File: src/rtl/row_clear_engine.sv
// rtl/row_clear_engine.sv - line-clear, compaction and scoring engine for the board
//
// Captures the board on an accepted start, scans one row per cycle from the
// bottom (row ROW-1) to the top (row 0), drops full rows, packs the rest
// downward, zero-fills the top and accumulates a saturating cnt*cnt score.
//
// Ports:
//   clk        in   system clock
//   rst_n      in   asynchronous active-low reset
//   start      in   request pulse, accepted only while idle
//   board_in   in   board image, sampled on the accepted start cycle
//   score_clr  in   synchronous score clear, honoured in any state
//   board_out  out  compacted board, updated once per operation
//   busy       out  operation in progress (SCAN, FILL, DONE)
//   done       out  one-cycle pulse, results valid in this cycle
//   lines      out  rows cleared by the last operation
//   any_clear  out  lines != 0
//   score      out  saturating running score
module row_clear_engine #(
  parameter int ROW     = 10,
  parameter int COL     = 8,
  parameter int SCORE_W = 16,
  localparam int LW     = $clog2(ROW + 1)
) (
  input  logic                 clk,
  input  logic                 rst_n,
  input  logic                 start,
  input  logic [ROW*COL-1:0]   board_in,
  input  logic                 score_clr,
  output logic [ROW*COL-1:0]   board_out,
  output logic                 busy,
  output logic                 done,
  output logic [LW-1:0]        lines,
  output logic                 any_clear,
  output logic [SCORE_W-1:0]   score
);

  localparam int RW   = (ROW > 1) ? $clog2(ROW) : 1;
  localparam int SQ_W = 2 * LW;

  typedef enum logic [1:0] {S_IDLE, S_SCAN, S_FILL, S_DONE} state_t;

  state_t               r_state;
  state_t               w_state_next;
  logic [ROW*COL-1:0]   r_work;
  logic [ROW*COL-1:0]   r_scr;
  logic [RW-1:0]        r_rd;
  // Number of rows at the top not yet written: the write target is row
  // r_wr-1, and r_wr==0 stands for the underflowed pointer (nothing to fill).
  logic [LW-1:0]        r_wr;
  logic [LW-1:0]        r_cnt;

  logic [COL-1:0]       w_row;
  logic                 w_row_full;
  logic [ROW*COL-1:0]   w_filled;
  logic [SQ_W-1:0]      w_sq;
  logic [SCORE_W-1:0]   w_inc;
  logic [SCORE_W-1:0]   w_base;
  logic [SCORE_W:0]     w_sum;
  logic [SCORE_W-1:0]   w_score_next;

  always_comb begin
    w_row = '0;
    for (int r = 0; r < ROW; r++) begin
      if (r_rd == RW'(r)) w_row = r_work[r*COL +: COL];
    end
  end

  assign w_row_full = &w_row;

  // Rows above the last written row are zeroed; the rest come from scratch.
  always_comb begin
    w_filled = '0;
    for (int r = 0; r < ROW; r++) begin
      if (LW'(r) < r_wr) w_filled[r*COL +: COL] = '0;
      else               w_filled[r*COL +: COL] = r_scr[r*COL +: COL];
    end
  end

  assign w_sq = SQ_W'(r_cnt) * SQ_W'(r_cnt);

  generate
    if (SCORE_W < SQ_W) begin : g_sat_inc
      assign w_inc = (|w_sq[SQ_W-1:SCORE_W]) ? '1 : w_sq[SCORE_W-1:0];
    end else begin : g_ext_inc
      assign w_inc = SCORE_W'(w_sq);
    end
  endgenerate

  // A coincident clear wipes the old score before the increment is added.
  assign w_base       = score_clr ? '0 : score;
  assign w_sum        = {1'b0, w_base} + {1'b0, w_inc};
  assign w_score_next = w_sum[SCORE_W] ? '1 : w_sum[SCORE_W-1:0];

  always_comb begin
    w_state_next = r_state;
    busy         = 1'b0;
    done         = 1'b0;
    case (r_state)
      S_IDLE: begin
        if (start) w_state_next = S_SCAN;
      end
      S_SCAN: begin
        busy = 1'b1;
        if (r_rd == '0) w_state_next = S_FILL;
      end
      S_FILL: begin
        busy         = 1'b1;
        w_state_next = S_DONE;
      end
      S_DONE: begin
        busy         = 1'b1;
        done         = 1'b1;
        w_state_next = S_IDLE;
      end
      default: w_state_next = S_IDLE;
    endcase
  end

  always_ff @(posedge clk or negedge rst_n) begin
    if (!rst_n) begin
      r_state   <= S_IDLE;
      r_work    <= '0;
      r_scr     <= '0;
      r_rd      <= '0;
      r_wr      <= '0;
      r_cnt     <= '0;
      board_out <= '0;
      lines     <= '0;
      any_clear <= 1'b0;
      score     <= '0;
    end else begin
      r_state <= w_state_next;
      case (r_state)
        S_IDLE: begin
          if (start) begin
            r_work <= board_in;
            r_rd   <= RW'(ROW - 1);
            r_wr   <= LW'(ROW);
            r_cnt  <= '0;
          end
        end
        S_SCAN: begin
          if (w_row_full) begin
            r_cnt <= r_cnt + LW'(1);
          end else begin
            for (int r = 0; r < ROW; r++) begin
              if (r_wr == LW'(r + 1)) r_scr[r*COL +: COL] <= w_row;
            end
            r_wr <= r_wr - LW'(1);
          end
          if (r_rd != '0) r_rd <= r_rd - RW'(1);
        end
        S_FILL: begin
          board_out <= w_filled;
          lines     <= r_cnt;
          any_clear <= (r_cnt != '0);
          score     <= w_score_next;
        end
        default: ;
      endcase
      if (score_clr && (r_state != S_FILL)) score <= '0;
    end
  end

endmodule

File: config.mk
export PLATFORM = sky130hd
export DESIGN_NAME = row_clear_engine
export DESIGN_NICKNAME = d
export VERILOG_FILES = /design/src/rtl/row_clear_engine.sv
export SDC_FILE = /design/constraint.sdc
export NUM_CORES = 1
export LEC_CHECK = 0
export CORE_MARGIN = 2
export CORE_UTILIZATION = 45
export DETAILED_ROUTE_END_ITERATION = 8
export PLACE_DENSITY = 0.69
export SYNTH_ARGS = -nofsm -noshare
export SYNTH_HDL_FRONTEND = slang
export SYNTH_SLANG_ARGS = --single-unit
File: constraint.sdc
create_clock -name clk -period 2.95 [get_ports clk]
set_clock_uncertainty 0.1 [all_clocks]
set_input_delay 0.59 -clock clk [delete_from_list [all_inputs] [get_ports clk]]
set_output_delay 0.59 -clock clk [all_outputs]
set_load 0.01 [all_outputs]
### Word level (Yosys, flattened, before mapping)

Index checks and enable logic that the tools add are counted.

* input port bits: 84
* flip-flop bits (word level): 275
* output and inout port bits: 103
* word-level logic and storage cells: 125

* eq/ne operators: 28
* $add $sub $neg: 4
* multipliers: 1
* multiplexer cells: 38
* reduce and logical (&&, ||, !) cells: 24
* order comparisons: 10
* bitwise gates (word level): 1

Operator list (number)
* two-way mux 8 bit: 20
* two-way mux 16 bit: 4
* AND reduction 3 bit: 13
* equality test 4 x 3 -> 1 bit (second input constant): 8
* two-way mux 4 bit: 6
* one-hot mux 4 bit (2 select lines): 3
* equality test 4 bit (second input constant): 5
* adder 16 x 8 -> 17 bit: 1
* equality test 4 x 2 -> 1 bit (second input constant): 4
* < comparator 3 x 4 -> 1 bit (first input constant): 4
* inequality test 2 bit (second input constant): 6
* equality test 4 x 1 -> 1 bit (second input constant): 2
* < comparator 1 x 4 -> 1 bit (first input constant): 2
* < comparator 2 x 4 -> 1 bit (first input constant): 2
* < comparator 4 bit (first input constant): 2
* multiplier 4 x 4 -> 8 bit: 1
* one-hot mux 2 bit (4 select lines): 1
* AND reduction 8 bit: 1
* nonzero test 4 bit: 2
* subtractor 4 x 1 -> 4 bit (second input constant): 2
* adder 4 x 1 -> 4 bit (second input constant): 1
* equality test 2 bit (second input constant): 2
* logical NOT 4 bit: 1
* two-way mux 2 bit: 2
* other kinds (8): 11

### Logic depth before layout (Yosys ltp)

* depth in word-level cells: 14
* gate-level depth with buffers: 14
* mapped depth without buffers: 13

### Worst setup path before layout

Ideal clock, no wire load.

* path kind: input port to flip-flop
* start point: input score_clr
* end point: register score[10]
* library setup time: 83 ps
* arrival time: 2971 ps
* setup slack: -204 ps
* path buffers: 2
* cell stages on the path: 13
* required time: 2767 ps
* cells stage by stage: clkbuf_1 nand2b_1 fa_1 inv_1 ha_1 a21oi_1 o21ai_0 a21oi_1 o21bai_1 and4b_1 clkbuf_1 nand2_1 o21ai_0

* longest elaborated chain between the ends: 5
* elaborated cells on any way between the ends: 7
* classes of those cells: add/sub (1); mux (4); reduce/logical (2)

Ends and longest elaborated chain
* start, declared: RTL line 29 `input logic score_clr,`
* two-way mux 16 bit: RTL line 91 `assign w_base = score_clr ? '0 : score;`
* adder 16 x 8 -> 17 bit: RTL line 92 `assign w_sum = {1'b0, w_base} + {1'b0, w_inc};`
* two-way mux 16 bit: RTL line 93 `assign w_score_next = w_sum[SCORE_W] ? '1 : w_sum[SCORE_W-1:0];`
* two-way mux 16 bit: RTL line 134 `case (r_state)`
* two-way mux 16 bit: RTL line 162 `if (score_clr && (r_state != S_FILL)) score <= '0;`
* end signal, assigned: RTL line 158 `score <= w_score_next;`
* end, declared: RTL line 35 `output logic [SCORE_W-1:0] score`

Parallel ways exist; a longest one is shown, timed or not. The select of a mux whose other input is x is not followed.
A chain may end at the register's enable or synchronous reset.

### Final worst setup path

* start point: register r_rd[1]
* end point: register r_wr[0]

* longest elaborated chain between the ends: 14
* elaborated cells on any way between the ends: 23
* classes of those cells: eq/ne (10); mux (10); reduce/logical (3)

Ends and longest elaborated chain
* start, declared: RTL line 47 `logic [RW-1:0] r_rd;`
* start signal, assigned: RTL line 138 `r_rd <= RW'(ROW - 1);`
* start signal, assigned: RTL line 152 `if (r_rd != '0) r_rd <= r_rd - RW'(1);`
* logical NOT 4 bit: RTL line 65 `if (r_rd == RW'(r)) w_row = r_work[r*COL +: COL];`
* two-way mux 8 bit (9 in series): RTL line 65
* two-way mux 8 bit *: RTL line 65
* AND reduction 8 bit *: RTL line 69 `assign w_row_full = &w_row;`
* inequality test 2 bit (no source line) *
* AND reduction 3 bit (no source line) *
* end signal, assigned: RTL line 139 `r_wr <= LW'(ROW);`
* end signal, assigned: RTL line 150 `r_wr <= r_wr - LW'(1);`
* end, declared: RTL line 50 `logic [LW-1:0] r_wr;`

Mark *: on every way between the ends. The rest lies on a longest branch, timed or not.

==> reports/qor.yml <==
synth:
  syn-cell-area_sq_mm: 0.0126
  synthArstFlopShare: 1.00
  synth_cell_types: 56
  yosysWarnings: 0
  synth_cells: 1206
  synth_top_area_cell: "dfrtp_1"
  ys_seq_area_frac: 0.548
  syn_nets: 1322
  ys_ff_latch: 275
  yosys.area.top_type_share: 0.548
  ys.flop_type: "dfrtp_1"
  synthTopCellsByArea: "dfrtp_1, mux2_2, o21ai_0"
  syn_avg_cell_area_sq_um: 10.4
  synth_edf_count: 0
sta:
  setup_slack_ns: -0.181
  fin_crit_ns: 3.13
  slew_violations: 0
  final.setup.tns_ns: -9.36
  tightestPinTransition_ns: 0.815
  finalHoldViolations: 0
  setup_viol: 88
  rsz0062_at_grt: "yes"
  relSlewSlack: 0.453
  whs_ns: 0.386
  fmax_mhz: 319
  finalCritPeriodShare: 1.06
critical_path:
  cpLargestDelayFamily: "compound AO/OA/AOI/OAI gates"
  worst_r2r_endpoint: "r_wr[0]"
  critPathMaxStageDelay_ns: 0.42
  crit_path_start_kind: "register"
  crit_arrival_ns: 3.43
  cp_max_fo: 10
  slowest_stage: "or3_4"
  cp_num_buf_inv: 6
  critPathRequiredTime_ns: 3.25
  path_class: "reg2reg"
  r2r_setup_slack_ns: -0.18
  rr_worst_depth: 14
  timing.rr.start: "r_rd[1]"
  crit_chain: "inv_2 -> buf_12 -> ha_4 -> buf_4 -> buf_4 -> a211oi_1 -> o22ai_2 -> a21oi_2 -> nand4_1 -> buf_6 -> or3_4 -> buf_6 -> mux2i_1 -> o22ai_1"
  end_kind: "register"
global_route:
  met3_usage: 0.0379
  gr-total-overflow: 0
  grt.met1_usage: 0.323
  antenna_found_initial: 0
  grtUsageTotal: 0.234
  grt_max_degree: 82
  top_usage_layer: "met2"
  use_met2: 0.385
  grt_pass1_wl_mm: 54.4
  grt_pass1_vias: 10300
finish:
  diodes: 0
  fill_cells: 2203
  layout-drive-gt1-share: 0.272
  stdcell_count: 1898
  area_growth_pct: 40.9
  nets: 1615
  final_area_sq_mm: 0.0177
clock_tree:
  tritoncts: "built"
  clk_path_buf_depth: 3
  cts_inserted_buffers: 29
  cts_max_level: 1
  clock-root-buffer: "clkbuf_16"
  clock_sinks: 275
  clk_latency_ns: 0.55
  clkTransAtPathRegs_ns: 0.06
route:
  drc: 0
  first_pass_iters: 8
  drt-total-wl_mm: 34.6
  post_drt_wl_per_cell_um: 18.2
  vias_per_cell: 5.42
  drt_iter0_drc: 672
  num_vias: 10300
  ant_nets: 0
floorplanning:
  fp.dieW_um: 171
  dieArea_sq_mm: 0.0293
  fp.dieH_um: 171
  ios: 187
  start_util: 0.455
  coreArea_sq_mm: 0.0276
  row_count: 61
min_path:
  hold_class: "reg2reg"
  hold_depth: 2
  min_to: "board_out[33]"
  min_from: "r_scr[33]"
power_and_ir_drop:
  swShare: 0.367
  cellPowerDensity_mw_per_mm2: 927
  power.internal_mw: 10.4
  power.leakage_nw: 7.57
  switchingPower_mw: 6.03
  pwr-share-seq: 0.346
  peakVddDrop_v: 0.000763
  comb_power_share: 0.425
  pwr-share-clk: 0.230
placed_design:
  dpl-instance-area_sq_mm: 0.0156
  placed_cells_incl_taps: 1811
  port_buffers: 186
  hpwl_mm: 22.8
  gp_congestion: 0.847
  post-place-ws_ns: -0.752
outcome:
  run_status: "finished, violations left"
  failed_checks: "setup timing"
run:
  maxCapViolCount: 0
kinds of logic after synthesis:
family,synth area share
compound gates,0.171
flops,0.548
fa+ha+maj,0.0331
xor+xnor,0.00697
buf+inv,0.0604
simple gates,0.101
mux,0.0800
power groups by stage:
stage | clock [mW] | combinational [mW] | sequential, mW
2_1_floorplan | 0 | 3.41 | 5.52
3_3_place_gp | 0 | 5.79 | 5.65
3_5_place_dp | 0 | 5.93 | 5.70
4_1_cts | 3.83 | 6.57 | 5.65
5_1_grt | 3.98 | 7.49 | 5.79
6_report | 3.77 | 6.97 | 5.68
worst max-delay path by stage:
stage / start / endpoint / depth (start not counted)
global route: r_rd[1] / r_wr[0] / 15
finish: r_rd[1] / r_wr[0] / 14
global placement: score_clr / score[4] / 14
detailed placement: score_clr / score[11] / 15
floorplan: score_clr / score[4] / 13
CTS: r_rd[1] / r_cnt[2] / 15
sequential cells by signal, summed over array words and instances (netlist names), 4 cells and up:
signal / cells
r_work: 80
board_out: 80
r_wr: 4
r_cnt: 4
r_scr: 80
score: 16
lines: 4
r_rd: 4
routing by layer:
| layer | routed length (um) | share of wire |
|---|---|---|
| met1 | 15300 | 0.44 |
| met2 | 16400 | 0.47 |
| met5 | 0 | 0 |
| met3 | 2100 | 0.061 |
| met4 | 780 | 0.023 |
cells in the mapped netlist, drive strengths merged (4+ instances only):
master	n
dfrtp	275
o21ai	125
inv	118
nand2	113
mux2	84
a21oi	70
o22a	65
clkbuf	58
nor2	42
ha	30
buf	20
nand3b	20
nor2b	19
o22ai	19
nand3	17
nand2b	12
nor3	11
a221oi	7
a2bb2oi	7
nand4	7
or3	7
xor2	7
and2	6
mux2i	6
o21a	6
a211oi	5
a31oi	4
cell type report:
class | count | area (sq um) | area share
flip-flops and latches | 275 | 6890 | 0.389
multi-input cells | 735 | 5690 | 0.321
repair buffers | 339 | 3220 | 0.182
clock buffers | 38 | 840 | 0.0474
well taps | 378 | 473 | 0.0267
inverters | 119 | 447 | 0.0252
clock inverters | 14 | 156 | 0.00883
tightest hold or removal path: stages, from the launching register on:
cell     delay [ns]
dfrtp_1        0.35
nand2_1        0.05
o21ai_0        0.06
cells in the final DEF (no fill, tap or decap), types with 19 or more instances in the layout:
cell type | synthesis | routed
a21oi_1 | 70 | 39
a21oi_2 | 0 | 28
buf_4 | 0 | 113
buf_6 | 0 | 29
clkbuf_16 | 0 | 29
clkdlybuf4s50_1 | 0 | 184
dfrtp_1 | 275 | 272
ha_1 | 30 | 19
inv_1 | 118 | 114
mux2_2 | 84 | 84
nand2_1 | 113 | 108
nand3b_1 | 20 | 20
nor2_1 | 42 | 28
nor2b_1 | 19 | 19
o21ai_0 | 123 | 104
o22a_1 | 65 | 65
repair_timing:
item	CTS	global route
endpoints found under the hold margin	63	0
endpoints found under the setup margin	103	105
gates resized for setup	92	117
hold buffers	1	0
setup buffers	30	14
gates cloned	5	0
pin swaps	63	82
stage by stage:
stage / power, mW / util
after floorplan: 8.93 / -
after global placement: 11.4 / 0.565
after detailed placement: 11.6 / 0.565
after global routing: 17.3 / 0.641
final: 16.4 / 0.641
after CTS: 16.0 / 0.625
(Power assumes the default switching activity.)
